<file path="src/rtl/phase_scheduler.sv">
// Green-phase scheduler for three mutually exclusive approaches (NN, NS, TH):
// latches sensor requests and grants green round-robin with min/max green, yellow and all-red.
module phase_scheduler #(
    parameter int TICK_DIV    = 10000,
    parameter int T_MIN_GREEN = 5,
    parameter int T_MAX_GREEN = 15,
    parameter int T_YELLOW    = 3,
    parameter int T_ALLRED    = 1
) (
    input  logic       clk,
    input  logic       rst_n,
    input  logic       req_nn,
    input  logic       req_ns,
    input  logic       req_th,
    output logic [1:0] light_nn,
    output logic [1:0] light_ns,
    output logic [1:0] light_th,
    output logic [1:0] phase,
    output logic [7:0] sec_cnt
);

    typedef enum logic [1:0] {S_INIT, S_GREEN, S_YELLOW, S_ALLRED} state_t;

    localparam int              PRE_W      = $clog2(TICK_DIV);
    localparam logic [PRE_W-1:0] PRE_LAST  = PRE_W'(TICK_DIV - 1);
    localparam logic [7:0]      YEL_LAST   = 8'(T_YELLOW - 1);
    localparam logic [7:0]      AR_LAST    = 8'(T_ALLRED - 1);
    localparam logic [8:0]      MIN_G      = 9'(T_MIN_GREEN);
    localparam logic [8:0]      MAX_G      = 9'(T_MAX_GREEN);
    localparam logic [1:0]      LAMP_RED   = 2'b00;
    localparam logic [1:0]      LAMP_YEL   = 2'b01;
    localparam logic [1:0]      LAMP_GRN   = 2'b10;
    localparam logic [1:0]      PHASE_NONE = 2'b11;

    state_t           state, state_next;
    logic [1:0]       cur, cur_next;
    logic [2:0]       pend, pend_next;
    logic [PRE_W-1:0] pre;
    logic [2:0]       req;
    logic [2:0]       cur_mask;
    logic [2:0]       others_pend;
    logic             tick;
    logic [8:0]       sec_eff;

    function automatic logic [1:0] next_idx(input logic [1:0] i);
        return (i == 2'd2) ? 2'd0 : i + 2'd1;
    endfunction

    // First pending approach after prev in NN->NS->TH->NN order, prev itself last.
    function automatic logic [1:0] pick_after(input logic [1:0] prev, input logic [2:0] p);
        logic [1:0] c1;
        logic [1:0] c2;
        c1 = next_idx(prev);
        c2 = next_idx(c1);
        if (p[c1])      return c1;
        else if (p[c2]) return c2;
        return prev;
    endfunction

    function automatic logic [1:0] lamp(input state_t s, input logic [1:0] c, input logic [1:0] idx);
        if (c != idx)        return LAMP_RED;
        if (s == S_GREEN)    return LAMP_GRN;
        if (s == S_YELLOW)   return LAMP_YEL;
        return LAMP_RED;
    endfunction

    assign req         = {req_th, req_ns, req_nn};
    assign cur_mask    = 3'b001 << cur;
    assign others_pend = pend & ~cur_mask;
    assign tick        = (pre == PRE_LAST);
    // Seconds count as it will stand after this edge, so green limits hit on exact T*TICK_DIV cycles.
    assign sec_eff     = tick ? ({1'b0, sec_cnt} + 9'd1) : {1'b0, sec_cnt};

    // NOTE: every signal driven here gets a default first so no path leaves it unassigned (no latches).
    always_comb begin
        state_next = state;
        cur_next   = cur;
        case (state)
            S_INIT: begin
                if (tick && sec_cnt == AR_LAST) begin
                    state_next = S_GREEN;
                    cur_next   = (pend == 3'b000) ? 2'd0 : pick_after(2'd2, pend);
                end
            end
            S_GREEN: begin
                if (others_pend != 3'b000 &&
                    ((sec_eff >= MIN_G && !req[cur]) || sec_eff >= MAX_G))
                    state_next = S_YELLOW;
            end
            S_YELLOW: begin
                if (tick && sec_cnt == YEL_LAST) state_next = S_ALLRED;
            end
            S_ALLRED: begin
                if (tick && sec_cnt == AR_LAST) begin
                    state_next = S_GREEN;
                    cur_next   = pick_after(cur, pend);
                end
            end
            default: state_next = S_INIT;
        endcase

        pend_next = pend | (req & ~((state == S_GREEN) ? cur_mask : 3'b000));
        // Clearing on green entry wins over a request sampled on the same edge.
        if (state_next == S_GREEN && state != S_GREEN)
            pend_next = pend_next & ~(3'b001 << cur_next);
    end

    // NOTE: sequential state uses non-blocking assignments so every register sees pre-edge values.
    always_ff @(posedge clk) begin
        if (!rst_n) begin
            state    <= S_INIT;
            cur      <= 2'd0;
            pend     <= 3'b000;
            pre      <= '0;
            sec_cnt  <= 8'd0;
            light_nn <= LAMP_RED;
            light_ns <= LAMP_RED;
            light_th <= LAMP_RED;
            phase    <= PHASE_NONE;
        end else begin
            state <= state_next;
            cur   <= cur_next;
            pend  <= pend_next;
            if (state_next != state) begin
                pre     <= '0;
                sec_cnt <= 8'd0;
            end else begin
                pre <= tick ? '0 : pre + 1'b1;
                if (tick && sec_cnt != 8'hFF) sec_cnt <= sec_cnt + 8'd1;
            end
            light_nn <= lamp(state_next, cur_next, 2'd0);
            light_ns <= lamp(state_next, cur_next, 2'd1);
            light_th <= lamp(state_next, cur_next, 2'd2);
            phase    <= (state_next == S_GREEN || state_next == S_YELLOW) ? cur_next : PHASE_NONE;
        end
    end

endmodule

</file>
<file path="config.mk">
export PLATFORM = sky130hd
export DESIGN_NAME = phase_scheduler
export DESIGN_NICKNAME = d
export VERILOG_FILES = /design/src/rtl/phase_scheduler.sv
export SDC_FILE = /design/constraint.sdc
export NUM_CORES = 1
export LEC_CHECK = 0
export CAP_MARGIN = 20
export CORE_ASPECT_RATIO = 1.25
export CORE_MARGIN = 10
export CORE_UTILIZATION = 31
export DETAILED_ROUTE_END_ITERATION = 8
export SKIP_LAST_GASP = 1
export SYNTH_ARGS = -nofsm -noshare
export SYNTH_HDL_FRONTEND = slang
export SYNTH_SLANG_ARGS = --single-unit
</file>
<file path="constraint.sdc">
create_clock -name clk -period 3.26 [get_ports clk]
set_clock_uncertainty 0.1 [all_clocks]
set_input_delay 0.652 -clock clk [delete_from_list [all_inputs] [get_ports clk]]
set_output_delay 0.652 -clock clk [all_outputs]
set_load 0.01 [all_outputs]
</file>
After elaboration in Yosys (flattened, before gate mapping)
Index checks and enable logic that the tools add are counted.
{ "totals": {"input_bits": 5, "output_inout_bits": 16, "ff_bits": 37, "word_cells": 135} }
{ "op_classes": {"order_cmp": 5, "bitwise": 8, "eq_ne": 14, "addsub": 5, "muxes": 74, "reduce_logical": 18, "shift": 2} }
{ "op_table": {"columns": ["cell", "n"], "rows": [
  ["2-bit 2-to-1 mux", 32],
  ["1-bit 2-to-1 mux", 34],
  ["14-bit by 1-bit adder with 14-bit output, second input constant", 1],
  ["14-bit equality test, second input constant", 1],
  ["2-bit equality test, second input constant", 5],
  ["8-bit by 1-bit adder with 9-bit output, second input constant", 1],
  ["3-bit AND", 3],
  ["9-bit by 3-bit greater-or-equal comparator with 1-bit output, second input constant", 1],
  ["9-bit by 4-bit greater-or-equal comparator with 1-bit output, second input constant", 1],
  ["2-bit by 3-bit less-than comparator with 1-bit output, second input constant", 3],
  ["9-bit 2-to-1 mux", 1],
  ["3-bit inverter", 3],
  ["8-bit by 1-bit adder with 8-bit output, second input constant", 1],
  ["8-bit by 2-bit equality test with 1-bit output, second input constant", 1],
  ["8-bit logical NOT", 1],
  ["8-bit != test, second input constant", 1],
  ["1-bit binary-select mux with 2-bit select", 3],
  ["1-bit logical AND", 6],
  ["3-bit 2-to-1 mux", 2],
  ["2-bit case mux with 3 select lines", 1],
  ["1-bit by 2-bit << shifter with 3-bit output, first input constant", 2],
  ["2-bit by 1-bit adder with 2-bit output, second input constant", 2],
  ["2-bit by 1-bit equality test with 1-bit output, second input constant", 2],
  ["2-bit by 1-bit != test with 1-bit output, second input constant", 2],
  ["other kinds (14)", 16]
]} }

Depth between registers and ports, before layout
{ "logic_depth": {"word_depth": 24, "mapped_depth": 10, "mapped_depth_nobuf": 9} }

Worst setup path before layout
OpenSTA, ideal clock, no wires.
{ "synth_timing": {"kind": "flip-flop to flip-flop", "startpoint": "reg sec_cnt[7]", "endpoint": "reg pend[2]", "arrival_time_ns": 2.320, "required_ns": 3.040, "period_less_slack_ns": 2.540, "path_buffers": 1, "setup_ns": 0.120, "path_stages_with_launch": 9, "path_slack_ns": 0.720, "path_cell_list": "dfxtp_1 > or3_1 > or4_4 > nor3_2 > nor2_1 > or3_1 > buf_2 > nand2b_4 > o31a_1"} }
{ "synth_via": {"elab_chain_cells": 11, "elab_cells_between_ends": 24, "cone_classes": "add/sub: 1; order compare: 2; eq/ne: 2; shift: 1; mux: 9; bitwise: 2; reduce/logical: 7"} }
{ "synth_lines": {"columns": ["element", "line", "rtl"], "rows": [
  ["start, declared", "19", "output logic [7:0] sec_cnt"],
  ["start signal, assigned", "129", "if (tick && sec_cnt != 8'hFF) sec_cnt <= sec_cnt + 8'd1;"],
  ["8-bit by 1-bit adder with 9-bit output", "72", "assign sec_eff = tick ? ({1'b0, sec_cnt} + 9'd1) : {1'b0, sec_cnt};"],
  ["9-bit 2-to-1 mux", "72", null],
  ["9-bit by 3-bit greater-or-equal comparator with 1-bit output", "87", "((sec_eff >= MIN_G && !req[cur]) || sec_eff >= MAX_G))"],
  ["1-bit logical AND", "87", null],
  ["1-bit logical OR", "87", null],
  ["1-bit logical AND", "86", "if (others_pend != 3'b000 &&"],
  ["2-bit 2-to-1 mux", "86", null],
  ["2-bit case mux with 3 select lines", "78", "case (state)"],
  ["2-bit by 1-bit equality test with 1-bit output", "104", "if (state_next == S_GREEN && state != S_GREEN)"],
  ["1-bit logical AND", "104", null],
  ["3-bit 2-to-1 mux *", "104", null],
  ["end signal, assigned", "123", "pend <= pend_next;"],
  ["end, declared", "37", "logic [2:0] pend, pend_next;"]
]} }
Every way passes the cells marked *; elsewhere a longest branch is shown, timed or not.
A chain may end at the register's enable or synchronous reset.

Worst setup path after layout
{ "layout_timing": {"startpoint": "reg pre[5]", "endpoint": "reg pend[0]"} }
{ "layout_via": {"elab_chain_cells": 11, "elab_cells_between_ends": 22, "cone_classes": "order compare: 2; eq/ne: 2; shift: 1; mux: 9; bitwise: 2; reduce/logical: 6"} }
{ "layout_lines": {"columns": ["element", "line", "rtl"], "rows": [
  ["start, declared", "38", "logic [PRE_W-1:0] pre;"],
  ["start signal, assigned", "128", "pre <= tick ? '0 : pre + 1'b1;"],
  ["14-bit equality test *", "70", "assign tick = (pre == PRE_LAST);"],
  ["9-bit 2-to-1 mux", "72", null],
  ["9-bit by 3-bit greater-or-equal comparator with 1-bit output", "87", null],
  ["1-bit logical AND", "87", null],
  ["1-bit logical OR", "87", null],
  ["1-bit logical AND", "86", null],
  ["2-bit 2-to-1 mux", "86", null],
  ["2-bit case mux with 3 select lines", "78", null],
  ["2-bit by 1-bit equality test with 1-bit output", "104", null],
  ["1-bit logical AND", "104", null],
  ["3-bit 2-to-1 mux *", "104", null]
]} }
Marked as above.

==> flow_metrics.env <==
export IMPL_status="finished, final reports clean"
export IMPL_finalSetupTns_ps=0
export IMPL_timing_rr_start="pre[5]"
export IMPL_period_needed_ps=2790
export IMPL_core_area_mm2=0.00629
export IMPL_ir_drop_mv=0.170
export IMPL_cp_arrival_ps=2880
export IMPL_place_hpwl_mm=3.44
export IMPL_start_util_pct=32.3
export IMPL_drive_gt1_share_pct=7.39
export IMPL_power_leakage_nw=0.900
export IMPL_grt_max_degree=23
export IMPL_synth_seq_cells=37
export IMPL_yosysWarnings=0
export IMPL_synthArstFlopShare_pct=0
export IMPL_antenna_left=0
export IMPL_syn_cell_area_mm2=0.00203
export IMPL_cts_num_sinks=37
export IMPL_relSlewSlack_pct=54.1
export IMPL_hold_violations=0
export IMPL_io_pins=21
export IMPL_grt_use_total_pct=9.18
export IMPL_worst_path_max_fanout=8
export IMPL_ys_seq_area_share_pct=36.5
export IMPL_crit_family="simple AND/OR/NAND/NOR gates"
export IMPL_worstMarginPinSlew_ps=682
export IMPL_vias_per_cell=5.14
export IMPL_antenna_cells=0
export IMPL_synth_cells=237
export IMPL_rsz0062_at_grt="no"
export IMPL_grt_overflow_total=0
export IMPL_critPathBufInv=0
export IMPL_start_kind="register"
export IMPL_synth_ff_type="dfxtp_1"
export IMPL_synth_fp_nets=250
export IMPL_fmax_mhz=358
export IMPL_stdcell_area_mm2=0.00245
export IMPL_cts_htree_levels=2
export IMPL_end_kind="register"
export IMPL_first_iter_violations=86
export IMPL_first_global_vias=1635
export IMPL_fp_row_count=32
export IMPL_regArea_um2=741
export IMPL_postCtsSetupRepairBufs=0
export IMPL_max_cap_violations=0
export IMPL_avgRoutedWirePerCell_um=13.9
export IMPL_clk_path_buf_depth=2
export IMPL_crit_chain="nor4b_1, nand4b_1, nor3_2, nor2_1, or3_1, nand2b_4, o221a_1"
export IMPL_power_density_mw_per_mm2=376
export IMPL_cts_buffers=5
export IMPL_period_share_pct=85.7
export IMPL_die_w_um=92.4
export IMPL_routed_wl_mm=4.74
export IMPL_clock_latency_ps=290
export IMPL_multi_input_area_mm2=0.00121
export IMPL_synth_edf_count=0
export IMPL_holdCritStartpoint="pre[0]"
export IMPL_cts_resized_gates=0
export IMPL_hold_buffers=0
export IMPL_hold_ws_ps=358
export IMPL_design_die_area_mm2=0.0102
export IMPL_stdcell_count=342
export IMPL_crit_path_top_delay_cell="or3_1"
export IMPL_path_class="reg2reg"
export IMPL_antenna_found_initial=0
export IMPL_critPathLaunch="pre[5]"
export IMPL_root_buffer="clkbuf_8"
export IMPL_holdCritPathClass="reg2reg"
export IMPL_dp_cells=334
export IMPL_power_mw=0.920
export IMPL_cp_slowest_stage_delay_ps=500
export IMPL_numPortBuffers=20
export IMPL_finalSetupViolCount=0
export IMPL_syn_avg_cell_area_um2=8.57
export IMPL_vias=1757
export IMPL_dpl_cell_area_mm2=0.00233
export IMPL_first_pass_iters=4
export IMPL_cts_tree="yes"
export IMPL_synth_cell_type_count=55
export IMPL_grt_pass1_wl_mm=7.84
export IMPL_place_congestion=0.803
export IMPL_slew_viol_final=0
export IMPL_syn_to_final_growth_pct=20.5
export IMPL_nets=269
export IMPL_die_y_um=110
export IMPL_drc=0
export IMPL_cts_clk_slew_worst_paths_ps=80
export IMPL_fill_cells=640
export IMPL_cp_required_ps=3340
==> cell usage after synthesis, types with 2 or more instances <==
cell type,number,area [µm²]
dfxtp_1,37,741
nor2_1,20,75.1
nor3_1,16,80.1
nand2_1,12,45.0
nand3_1,11,55.1
xor2_1,10,87.6
inv_1,9,33.8
and3_1,8,50.1
ha_1,8,100
o21ai_0,8,40.0
xnor2_1,8,70.1
clkbuf_1,7,26.3
nor4_1,7,43.8
and2_1,5,31.3
nor2b_1,5,31.3
a21oi_1,4,20.0
buf_2,4,20.0
a22oi_1,3,22.5
mux2i_1,3,30.0
or3_1,3,18.8
a2111oi_0,2,17.5
a211oi_1,2,15.0
a31oi_1,2,12.5
mux2_2,2,22.5
nand2b_1,2,12.5
nand3b_1,2,15.0
nand4_1,2,12.5
nand4b_1,2,17.5
nor3b_1,2,15.0
nor4b_1,2,17.5
o21ai_1,2,10.0
o2bb2ai_1,2,17.5
o31a_1,2,17.5
o31ai_1,2,15.0
==> layout by cell type, fill, tap and decap left out, types with 3 or more instances in the layout <==
master,Yosys,routed
mux2i_1,3,3
nor4_1,7,7
a21oi_1,4,4
xor2_1,10,10
nand2_1,12,12
and3_1,8,8
nor2_1,20,20
ha_1,8,8
and2_1,5,5
clkbuf_8,0,6
nor2b_1,5,5
o21ai_0,8,8
or3_1,3,3
a22oi_1,3,3
nand3_1,11,11
clkdlybuf4s50_1,0,20
nor3_1,16,16
inv_1,9,9
xnor2_1,8,8
dfxtp_1,37,37
==> kinds of logic after synthesis <==
logic type               Yosys count  synth area share, %
AO/OA/AOI/OAI                     42                 14.9
adder cells (fa/ha/maj)            8                 4.93
buffers and inverters             21                 4.13
multiplexers                       5                 2.59
XOR/XNOR                          18                 7.76
AND/OR/NAND/NOR                  106                 29.2
flip-flops                        37                 36.5
==> per-layer routing <==
| metal | up-vias | wire (µm) | GRT usage [%] |
|---|---|---|---|
| li1 | 904 | - | - |
| met1 | 814 | 2230 | 11.0 |
| met3 | 7 | 261 | 3.11 |
| met5 | - | 0 | 0 |
| met4 | 0 | 98 | 4.62 |
| met2 | 32 | 2150 | 14.2 |
==> cell type report <==
type / count / share of cell area (%)
clock buffers: 6 / 3.38
clock inverters: 2 / 1.53
inverters: 10 / 1.53
multi-input cells: 179 / 49.3
flip-flops and latches: 37 / 30.3
well taps: 85 / 4.35
repair buffers: 23 / 9.62
==> sequential cells by signal, indices dropped and copies added (netlist names) <==
signal / count
pre: 14
sec_cnt: 8
pend: 3
cur: 2
light_nn: 2
light_ns: 2
light_th: 2
phase: 2
state: 2
==> stage by stage <==
| step | worst slack, ps | util (%) |
|---|---|---|
| after floorplan | 720 | - |
| after global placement | 474 | 37.0 |
| after detailed placement | 404 | 37.0 |
| after CTS | 467 | 38.9 |
| after global routing | 188 | 38.9 |
| final | 467 | 38.9 |
==> final timing paths <==
| path | slack [ps] | cells after the start | end |
|---|---|---|---|
| worst min register to register | 360 | 1 | pre[0] |
| worst max register to register | 470 | 7 | pend[0] |
| worst max-delay path | 470 | 7 | pend[0] |
| worst min-delay path | 360 | 1 | pre[0] |
==> worst register-to-register path, stage by stage, from the launching register on <==
cell	delay, ps
dfxtp_1	370
nor4b_1	400
nand4b_1	410
nor3_2	350
nor2_1	70
or3_1	500
nand2b_4	220
o221a_1	270
==> power breakdown <==
part           switching (mW)  internal, mW
sequential            0.00599         0.457
clock                   0.172         0.249
combinational          0.0190        0.0172
total                   0.197         0.723
Power figures use the tool's default switching activity.
